<file path="src/rtl/input_conditioner_pkg.sv">
// Shared constants and helpers for the input conditioner.
// Holds the board timing constants (the soc_defs values) used as top-level defaults and the
// debounce window derivation.
package input_conditioner_pkg;

  // Board timing constants.
  localparam int unsigned SOC_CLK_PERIOD_NS = 20;
  localparam int unsigned SOC_DEBOUNCE_NS   = 30_000_000;

  // Number of clock cycles an input must stay different from the stable level before it is
  // committed. Clamped to at least one so that a very short debounce time still works.
  function automatic int unsigned calc_cnt_max(input int unsigned debounce_ns,
                                               input int unsigned period_ns);
    int unsigned r;
    r = debounce_ns / period_ns;
    return (r == 0) ? 1 : r;
  endfunction

endpackage

</file>
<file path="src/rtl/input_conditioner_if.sv">
// Pin-side/core-side signal bundle of the input conditioner.
// master: the core side, drives enable and sig_i and observes the conditioned outputs.
// slave:  the conditioner itself.
//   enable   global debounce count enable
//   sig_i    raw asynchronous inputs
//   level_o  debounced stable level
//   rise_o   one-cycle pulse on 0->1 of level_o
//   fall_o   one-cycle pulse on 1->0 of level_o
//   toggle_o flips on each rise_o pulse
//   event_o  OR of all rise_o/fall_o bits
interface input_conditioner_if #(
  parameter int unsigned N_CH = 8
);
  logic            enable;
  logic [N_CH-1:0] sig_i;
  logic [N_CH-1:0] level_o;
  logic [N_CH-1:0] rise_o;
  logic [N_CH-1:0] fall_o;
  logic [N_CH-1:0] toggle_o;
  logic            event_o;

  modport master (
    output enable, sig_i,
    input  level_o, rise_o, fall_o, toggle_o, event_o
  );

  modport slave (
    input  enable, sig_i,
    output level_o, rise_o, fall_o, toggle_o, event_o
  );
endinterface

</file>
<file path="src/rtl/input_conditioner_debounce_channel.sv">
// One input channel: synchroniser chain, debounce counter, stable level, edge pulses and
// toggle latch.
//   clk       system clock, all state on rising edge
//   reset     synchronous active-high reset
//   enable    debounce count enable (synchroniser always runs)
//   sig_i     raw asynchronous input
//   level_o   debounced stable level
//   rise_o    one-cycle pulse after a 0->1 commit
//   fall_o    one-cycle pulse after a 1->0 commit
//   toggle_o  flips on each rise
//   commit_o  combinational: stable level updates at the coming edge (feeds the event register)
module debounce_channel #(
  parameter int unsigned SYNC_STAGES = 2,
  parameter int unsigned CNT_MAX     = 4,
  parameter int unsigned CNT_W       = 3,
  parameter logic        RST_VAL     = 1'b0
) (
  input  logic clk,
  input  logic reset,
  input  logic enable,
  input  logic sig_i,
  output logic level_o,
  output logic rise_o,
  output logic fall_o,
  output logic toggle_o,
  output logic commit_o
);

  localparam logic [CNT_W-1:0] CntLast = CNT_W'(CNT_MAX - 1);

  logic [SYNC_STAGES-1:0] sync_q;
  logic                   s;
  logic [CNT_W-1:0]       cnt_q, cnt_d;
  logic                   stable_q, stable_d;
  logic                   rise_q, rise_d;
  logic                   fall_q, fall_d;
  logic                   toggle_q, toggle_d;
  logic                   commit;

  assign s = sync_q[SYNC_STAGES-1];

  always_comb begin
    cnt_d    = cnt_q;
    stable_d = stable_q;
    commit   = 1'b0;
    if (s == stable_q) begin
      // Input back at the stable level: discard the partial count, even while disabled.
      cnt_d = '0;
    end else if (enable) begin
      if (cnt_q == CntLast) begin
        stable_d = s;
        cnt_d    = '0;
        commit   = 1'b1;
      end else begin
        cnt_d = cnt_q + 1'b1;
      end
    end
    rise_d   = commit & s;
    fall_d   = commit & ~s;
    toggle_d = toggle_q ^ rise_d;
  end

  always_ff @(posedge clk) begin
    if (reset) begin
      sync_q   <= {SYNC_STAGES{RST_VAL}};
      cnt_q    <= '0;
      stable_q <= RST_VAL;
      rise_q   <= 1'b0;
      fall_q   <= 1'b0;
      toggle_q <= 1'b0;
    end else begin
      sync_q   <= {sync_q[SYNC_STAGES-2:0], sig_i};
      cnt_q    <= cnt_d;
      stable_q <= stable_d;
      rise_q   <= rise_d;
      fall_q   <= fall_d;
      toggle_q <= toggle_d;
    end
  end

  assign level_o  = stable_q;
  assign rise_o   = rise_q;
  assign fall_o   = fall_q;
  assign toggle_o = toggle_q;
  assign commit_o = commit;

endmodule

</file>
<file path="src/rtl/input_conditioner.sv">
// N-channel input front end: per-channel synchroniser and debounce with registered level,
// rise/fall pulses, toggle latch and a combined event flag.
//   clk    system clock, all state on rising edge
//   reset  synchronous active-high reset
//   bus    slave side of input_conditioner_if (enable, sig_i in; level/rise/fall/toggle/event out)
module input_conditioner
  import input_conditioner_pkg::*;
#(
  parameter int unsigned    N_CH          = 8,
  parameter int unsigned    SYNC_STAGES   = 2,
  parameter int unsigned    CLK_PERIOD_NS = SOC_CLK_PERIOD_NS,
  parameter int unsigned    DEBOUNCE_NS   = SOC_DEBOUNCE_NS,
  parameter logic [N_CH-1:0] RESET_LEVEL  = '0
) (
  input  logic                 clk,
  input  logic                 reset,
  input_conditioner_if.slave   bus
);

  localparam int unsigned CNT_MAX = calc_cnt_max(DEBOUNCE_NS, CLK_PERIOD_NS);
  localparam int unsigned CNT_W   = $clog2(CNT_MAX + 1);

  logic [N_CH-1:0] level;
  logic [N_CH-1:0] rise;
  logic [N_CH-1:0] fall;
  logic [N_CH-1:0] toggle;
  logic [N_CH-1:0] commit;
  logic            event_q;

  for (genvar i = 0; i < N_CH; i++) begin : g_ch
    debounce_channel #(
      .SYNC_STAGES (SYNC_STAGES),
      .CNT_MAX     (CNT_MAX),
      .CNT_W       (CNT_W),
      .RST_VAL     (RESET_LEVEL[i])
    ) u_ch (
      .clk      (clk),
      .reset    (reset),
      .enable   (bus.enable),
      .sig_i    (bus.sig_i[i]),
      .level_o  (level[i]),
      .rise_o   (rise[i]),
      .fall_o   (fall[i]),
      .toggle_o (toggle[i]),
      .commit_o (commit[i])
    );
  end

  // Registered from the commit strobes so it lands in the same cycle as the pulses.
  always_ff @(posedge clk) begin
    if (reset) begin
      event_q <= 1'b0;
    end else begin
      event_q <= |commit;
    end
  end

  assign bus.level_o  = level;
  assign bus.rise_o   = rise;
  assign bus.fall_o   = fall;
  assign bus.toggle_o = toggle;
  assign bus.event_o  = event_q;

endmodule

</file>
<file path="src/flat_wrapper.sv">
// flat-port wrapper written by rule: the top's interface ports become plain ports
module input_conditioner_flat import input_conditioner_pkg::*;
#(
  parameter int unsigned    N_CH          = 8,
  parameter int unsigned    SYNC_STAGES   = 2,
  parameter int unsigned    CLK_PERIOD_NS = SOC_CLK_PERIOD_NS,
  parameter int unsigned    DEBOUNCE_NS   = SOC_DEBOUNCE_NS,
  parameter logic [N_CH-1:0] RESET_LEVEL  = '0
)
  (clk, reset, bus_enable, bus_sig_i, bus_level_o, bus_rise_o, bus_fall_o, bus_toggle_o, bus_event_o);
  input_conditioner_if #(.N_CH(N_CH)) bus_i ();
  input  logic clk;
  input  logic reset;
  input wire logic [$bits(bus_i.enable)-1:0] bus_enable;
  input wire logic [$bits(bus_i.sig_i)-1:0] bus_sig_i;
  output wire logic [$bits(bus_i.level_o)-1:0] bus_level_o;
  output wire logic [$bits(bus_i.rise_o)-1:0] bus_rise_o;
  output wire logic [$bits(bus_i.fall_o)-1:0] bus_fall_o;
  output wire logic [$bits(bus_i.toggle_o)-1:0] bus_toggle_o;
  output wire logic [$bits(bus_i.event_o)-1:0] bus_event_o;
  assign bus_i.enable = bus_enable;
  assign bus_i.sig_i = bus_sig_i;
  assign bus_level_o = bus_i.level_o;
  assign bus_rise_o = bus_i.rise_o;
  assign bus_fall_o = bus_i.fall_o;
  assign bus_toggle_o = bus_i.toggle_o;
  assign bus_event_o = bus_i.event_o;
  input_conditioner #(.N_CH(N_CH), .SYNC_STAGES(SYNC_STAGES), .CLK_PERIOD_NS(CLK_PERIOD_NS), .DEBOUNCE_NS(DEBOUNCE_NS), .RESET_LEVEL(RESET_LEVEL)) u_core (.clk(clk), .reset(reset), .bus(bus_i));
endmodule
</file>
<file path="config.mk">
export PLATFORM = sky130hd
export DESIGN_NAME = input_conditioner_flat
export DESIGN_NICKNAME = d
export VERILOG_FILES = /design/src/rtl/input_conditioner_pkg.sv /design/src/rtl/input_conditioner_if.sv /design/src/rtl/input_conditioner_debounce_channel.sv /design/src/rtl/input_conditioner.sv /design/src/flat_wrapper.sv
export SDC_FILE = /design/constraint.sdc
export NUM_CORES = 1
export LEC_CHECK = 0
export ABC_CLOCK_PERIOD_IN_PS = 2100
export BUFFER_PORTS_ARGS = -buffer_cell sky130_fd_sc_hd__buf_2
export CAP_MARGIN = 5
export CORE_AREA = 3 3 137 139
export CTS_CLUSTER_SIZE = 24
export DETAILED_ROUTE_END_ITERATION = 8
export DIE_AREA = 0 0 140 142
export GPL_TIMING_DRIVEN = 1
export PLACE_DENSITY_LB_ADDON = 0.05
export RECOVER_POWER = 100
export SYNTH_ARGS = -nofsm -noshare
export SYNTH_HDL_FRONTEND = slang
export SYNTH_HIERARCHICAL = 1
export SYNTH_SLANG_ARGS = --single-unit
</file>
<file path="constraint.sdc">
create_clock -name clk -period 2.1 [get_ports clk]
set_input_delay 0.42 -clock clk [delete_from_list [all_inputs] [get_ports clk]]
set_output_delay 0.42 -clock clk [all_outputs]
set_load 0.02 [all_outputs]
</file>
# Yosys cells after proc, flatten, opt, wreduce, memory -nomap -nowiden
# Cells that the tools add are included.
# totals
regBits,217
wordCells,162
input_bits,11
# classes
muxes,32
n_reduce_logical,17
n_eq_ne,16
bitwise,40
addsub,8
# op_table
cell,n
$add A21 B1 Y21 const B,8
$eq A21 B21 Y1 const B,8
$mux W21,8
$mux W1,24
$reduce_and A3 Y1,8
$and A1 B1 Y1,16
$not A1 Y1,16
$reduce_or A2 Y1,8
$eq A1 B1 Y1,8
$reduce_or A8 Y1,1
$xor A1 B1 Y1,8

# Longest topological paths before layout
# depth
depth_word,6
depth_mapped,8
mapped_depth_nobuf,7

# Hierarchy
# The synthesis kept the hierarchy.
# by_module_without_submodules
module,area_each_um2,n_inst,cells_each
debounce_channel,1211.2,8,140
input_conditioner,37.5,1,4

# Worst setup path after synthesis
# No wires, ideal clock.
# synth_timing
path_type,reg2reg
from,register u_core.g_ch[0].u_ch.cnt_q[5]
to,register u_core.g_ch[0].u_ch.toggle_q
required_time_ns,2.030
period_less_slack_ns,2.050
setup_slack_ns,0.050
setup_ns,0.070
t_arrival_ns,1.980
path_stages_with_launch,5
path_cell_list,dfxtp_1 or4_1 or4_4 or4_1 a21oi_1
# synth_between
elab_chain_len,6
# synth_lines
element,line_no,text
"start, declared",input_conditioner_debounce_channel.sv:33,"logic [CNT_W-1:0] cnt_q, cnt_d;"
"start signal, assigned",input_conditioner_debounce_channel.sv:73,cnt_q <= cnt_d;
$eq A21 B21 Y1,input_conditioner_debounce_channel.sv:50,if (cnt_q == CntLast) begin
$mux W1,input_conditioner_debounce_channel.sv:50,
$mux W1,input_conditioner_debounce_channel.sv:49,end else if (enable) begin
$mux W1,input_conditioner_debounce_channel.sv:46,if (s == stable_q) begin
$and A1 B1 Y1,input_conditioner_debounce_channel.sv:58,rise_d = commit & s;
$xor A1 B1 Y1,input_conditioner_debounce_channel.sv:60,toggle_d = toggle_q ^ rise_d;
"end signal, assigned",input_conditioner_debounce_channel.sv:77,toggle_q <= toggle_d;
"end, declared",input_conditioner_debounce_channel.sv:37,"logic toggle_q, toggle_d;"
# No other way between the ends.
# A chain may end at the register's enable or synchronous reset.

# Final worst setup path
# layout_timing
from,register u_core.g_ch[3].u_ch.cnt_q[16]
to,register u_core.g_ch[3].u_ch.toggle_q
# layout_between
elab_chain_len,6
# layout_lines
element,line_no
"start, declared",input_conditioner_debounce_channel.sv:33
"start signal, assigned",input_conditioner_debounce_channel.sv:73
$eq A21 B21 Y1,input_conditioner_debounce_channel.sv:50
$mux W1,input_conditioner_debounce_channel.sv:50
$mux W1,input_conditioner_debounce_channel.sv:49
$mux W1,input_conditioner_debounce_channel.sv:46
$and A1 B1 Y1,input_conditioner_debounce_channel.sv:58
$xor A1 B1 Y1,input_conditioner_debounce_channel.sv:60
"end signal, assigned",input_conditioner_debounce_channel.sv:77
"end, declared",input_conditioner_debounce_channel.sv:37
# No other way between the ends.

==> summary.txt <==
Outcome
  • Status: complete, but fails checks
  • Violated checks: negative setup slack

Global routing
  • Global-route wire length before repair: 37,000 um
  • Largest net degree at the start of global routing: 58
  • Grt ovf: 0
  • Vias in the first global route: 7,992
  • GRT Resource Usage Total: 0.216
  • Antenna violations before repair: 0

Floorplan
  • Cell Rows: roughly 50
  • Die span in x: 140 um
  • Die ar.: 19,900 um^2
  • Initial Utilization: 0.547
  • Core Area: 17,800 um^2
  • DIE HEIGHT: between 100 and 150 um
  • IO Pins: 44

Final layout
  • Finished Layout Cells: 1,503
  • Final #Nets: ~1,300
  • Filler cells: 1,515
  • Share of cells above drive strength 1: 0.195
  • Most frequent cells in the layout: dfxtp_1 (216), nor2_1 (133), buf_4 (95), a21oi_1 (79)
  • Layout Utilization: 0.663
  • Commonest non-fill, non-tap cell in the layout: dfxtp_1
  • Finished Cell Area: between 10,000 and 15,000 um^2
  • Antenna cell count: 0
  • Area grow syn2layout: 21.3%

Worst setup path
  • Critical Path Start: u_core/g_ch[3].u_ch/cnt_q[16]$_SDFFE_PP0P_
  • Slowest cell on crit path: or4_4
  • R2r setup slk: -0.06 ns
  • CP Data Arrival Time: 2.61 ns
  • Family with the most delay on the worst path: simple AND/OR/NAND/NOR gates
  • WP data required: 2.55 ns
  • Kind of end point of the critical path: flop
  • CP dominant cell by count: or4_4
  • RR Endpoint: u_core/g_ch[3].u_ch/toggle_o$_SDFF_PP0_
  • R2r startpoint: u_core/g_ch[3].u_ch/cnt_q[16]$_SDFFE_PP0P_
  • Startpoint Class: flop
  • Max FO, Critical Path: 5
  • CP Cell Sequence: or4_1, or4_4, buf_6, or4_4, a21oi_2
  • Worst Path Buf+Inv: 1
  • R2r worst-path depth: 5
  • CP Capture Point: u_core/g_ch[3].u_ch/toggle_o$_SDFF_PP0_
  • Crit Path Category: reg2reg
  • Slowest stage delay, CP: 0.53 ns
  • Critical path depth: 5

Hold path
  • Min-delay worst type: in2reg

Place
  • Placed inst area: roughly 11,000 um^2
  • GP Congestion: ~0.84
  • Post-Place Cells: 1,458
  • Count of input and output buffers: 43
  • Dpl hpwl: between 10,000 and 15,000 um

Routing
  • DRT Pass-1 Iters: 4
  • Via/cell ratio: 5.68
  • Routed WL: 21,600 um
  • DR iter-0 viols: 412
  • Wire length per cell: ~14 um
  • Vias: 8,536
  • Post-route ant nets: 0
  • DRC Markers: 0

STA
  • Tmin final: 2.16 ns
  • Final Max Tran Viols: 0
  • Final hold vios: 0
  • Worst Skew: 0.00893 ns
  • Max Fclk: between 400 and 500 MHz
  • Finish-stage setup viols: 26
  • Setup TNS: -0.465 ns
  • Relative slew margins: 0.718
  • RSZ-0062 raised after global routing: yes
  • Worst Tran Pin Value: around 0.42 ns
  • Worst setup margin: -0.0600 ns
  • Crit share post-route: 1.03

Logic synthesis
  • Unique masters post-synth: 29
  • Mapped Area: 9730 um^2
  • Post-synth top flop: dfxtp_1
  • Yosys top cell by area: dfxtp_1
  • Mean Syn Cell Area: just under 9 um^2
  • Synthesized flop and latch total: 217
  • YS warnings: 6
  • Synthesized Nets: between 1,000 and 1,500
  • Sequential share of the synthesized area: 0.447
  • Largest cells by area after synthesis: dfxtp_1 (45%), xnor2_1 (6.5%), nor2_1 (5.2%)
  • Post-synth ARST share: 0
  • Synth top area share: 0.447
  • Mapped Cells: 1,124
  • EDFF count, synth: 0

Run
  • Max capacitance violation total: 0

CTS
  • Clock-pin slew on the worst setup and hold paths: 0.06 ns
  • Clock latency on the worst-skew pair: 0.52 ns
  • H-tree depth: 1
  • Clk sinks: 217
  • Total clock buffers created by CTS: 25
  • CTS tree: yes
  • Clk buf depth: 3
  • CTS Root Cell: clkbuf_16

Power
  • Worst vdd ir: about 0.00067 V
  • Pleak: 3.75 nW
  • Power density cells: approximately 700 nW/um^2
  • Pwr Total: between 8 and 9 mW
[flip-flops by register name, summed over array words and instances, names as in the netlist]
name,cells
u_core/g_ch.u_ch/fall_o,8
u_core/g_ch.u_ch/level_o,8
u_core/g_ch.u_ch/rise_o,8
u_core/g_ch.u_ch/cnt_q,168
u_core/bus.event_o,1
u_core/g_ch.u_ch/sync_q,16
u_core/g_ch.u_ch/toggle_o,8
[through the flow]
step                hold WS [ns]  worst slack, ns
CTS                       0.0851          -0.0403
detailed placement         0.425          -0.0697
finish                     0.116          -0.0600
global placement           0.421          -0.0574
global route              0.0929           -0.125
floorplan                  0.414           0.0498
[where the power goes]
part	switching [mW]	total (mW)	internal, mW	leakage, nW
clock network	1.63	4.18	2.54	0.399
logic	0.0874	0.146	0.0588	1.60
registers	0.0146	4.15	4.14	1.75
total	1.74	8.47	6.74	3.75
[synthesized netlist by cell type (16+ instances only)]
cell type / count
nor2b_1: 16
inv_1: 16
a21oi_1: 81
buf_2: 16
and4_1: 16
o31ai_1: 32
nor4_1: 26
nand3_1: 72
nor3_1: 16
nor2_1: 136
xor2_1: 32
or2_2: 24
nand2_1: 56
clkbuf_1: 24
nand4_1: 72
xnor2_1: 72
o21ai_0: 48
dfxtp_1: 217
or4_1: 48
or3_1: 32
[worst register-to-register path, delay by kind of cell, from the launching register on]
kind / cells / cell delay, ns
and+or+nand+nor: 3 / 1.51
DFF: 1 / 0.31
buffers and inverters: 1 / 0.14
AOI/OAI and AO/OA: 1 / 0.14
[how the worst min path moves through the flow]
stage | startpoint | endpoint | slack [ns] | cells after the start
2_1_floorplan | u_core/g_ch[0].u_ch/sync_q[0]$_SDFF_PP0_ | u_core/g_ch[0].u_ch/sync_q[1]$_SDFF_PP0_ | 0.41 | 1
3_3_place_gp | u_core/g_ch[5].u_ch/sync_q[0]$_SDFF_PP0_ | u_core/g_ch[5].u_ch/sync_q[1]$_SDFF_PP0_ | 0.42 | 1
3_5_place_dp | u_core/g_ch[5].u_ch/sync_q[0]$_SDFF_PP0_ | u_core/g_ch[5].u_ch/sync_q[1]$_SDFF_PP0_ | 0.42 | 1
4_1_cts | bus_sig_i[5] | u_core/g_ch[5].u_ch/sync_q[0]$_SDFF_PP0_ | 0.09 | 2
5_1_grt | bus_sig_i[5] | u_core/g_ch[5].u_ch/sync_q[0]$_SDFF_PP0_ | 0.09 | 2
6_report | bus_sig_i[5] | u_core/g_ch[5].u_ch/sync_q[0]$_SDFF_PP0_ | 0.12 | 2
[per-layer routing]
| metal | share of wire | up-vias | track usage |
|---|---|---|---|
| met5 | 0 | - | 0 |
| met2 | 0.46 | 137 | 0.357 |
| met1 | 0.47 | 3962 | 0.292 |
| met3 | 0.039 | 43 | 0.0339 |
| met4 | 0.027 | 0 | 0.0709 |
| li1 | - | 4394 | - |
[cells by family (layout without fill, tap and decap cells)]
kind of cell             after synthesis  after routing  synth area share
multiplexers                           8              8           0.00823
flip-flops                           217            217             0.447
AO/OA/AOI/OAI                        161            161            0.0911
buffers and inverters                 56            206            0.0237
AND/OR/NAND/NOR                      570            570             0.326
XOR/XNOR                             104            104            0.0936
adder cells (fa/ha/maj)                8              8            0.0103
[cell type report]
class,instances,area [um^2],area share
Timing Repair Buffer,147,1080,0.0912
Tap cell,229,287,0.0243
Clock inverter,6,58.8,0.00499
Sequential cell,217,4350,0.368
Clock buffer,37,741,0.0628
Multi-Input combinational cell,851,5230,0.443
Inverter,16,60.1,0.00509
[what timing repair did]
action | 4_1_cts | 5_1_grt
hold buffers | 0 | 0
pin swaps | 1 | 12
gates cloned | 0 | 1
gates resized for setup | 6 | 15
endpoints found under the setup margin | 9 | 86
setup buffers | 0 | 1
Power figures use the tool's default switching activity.
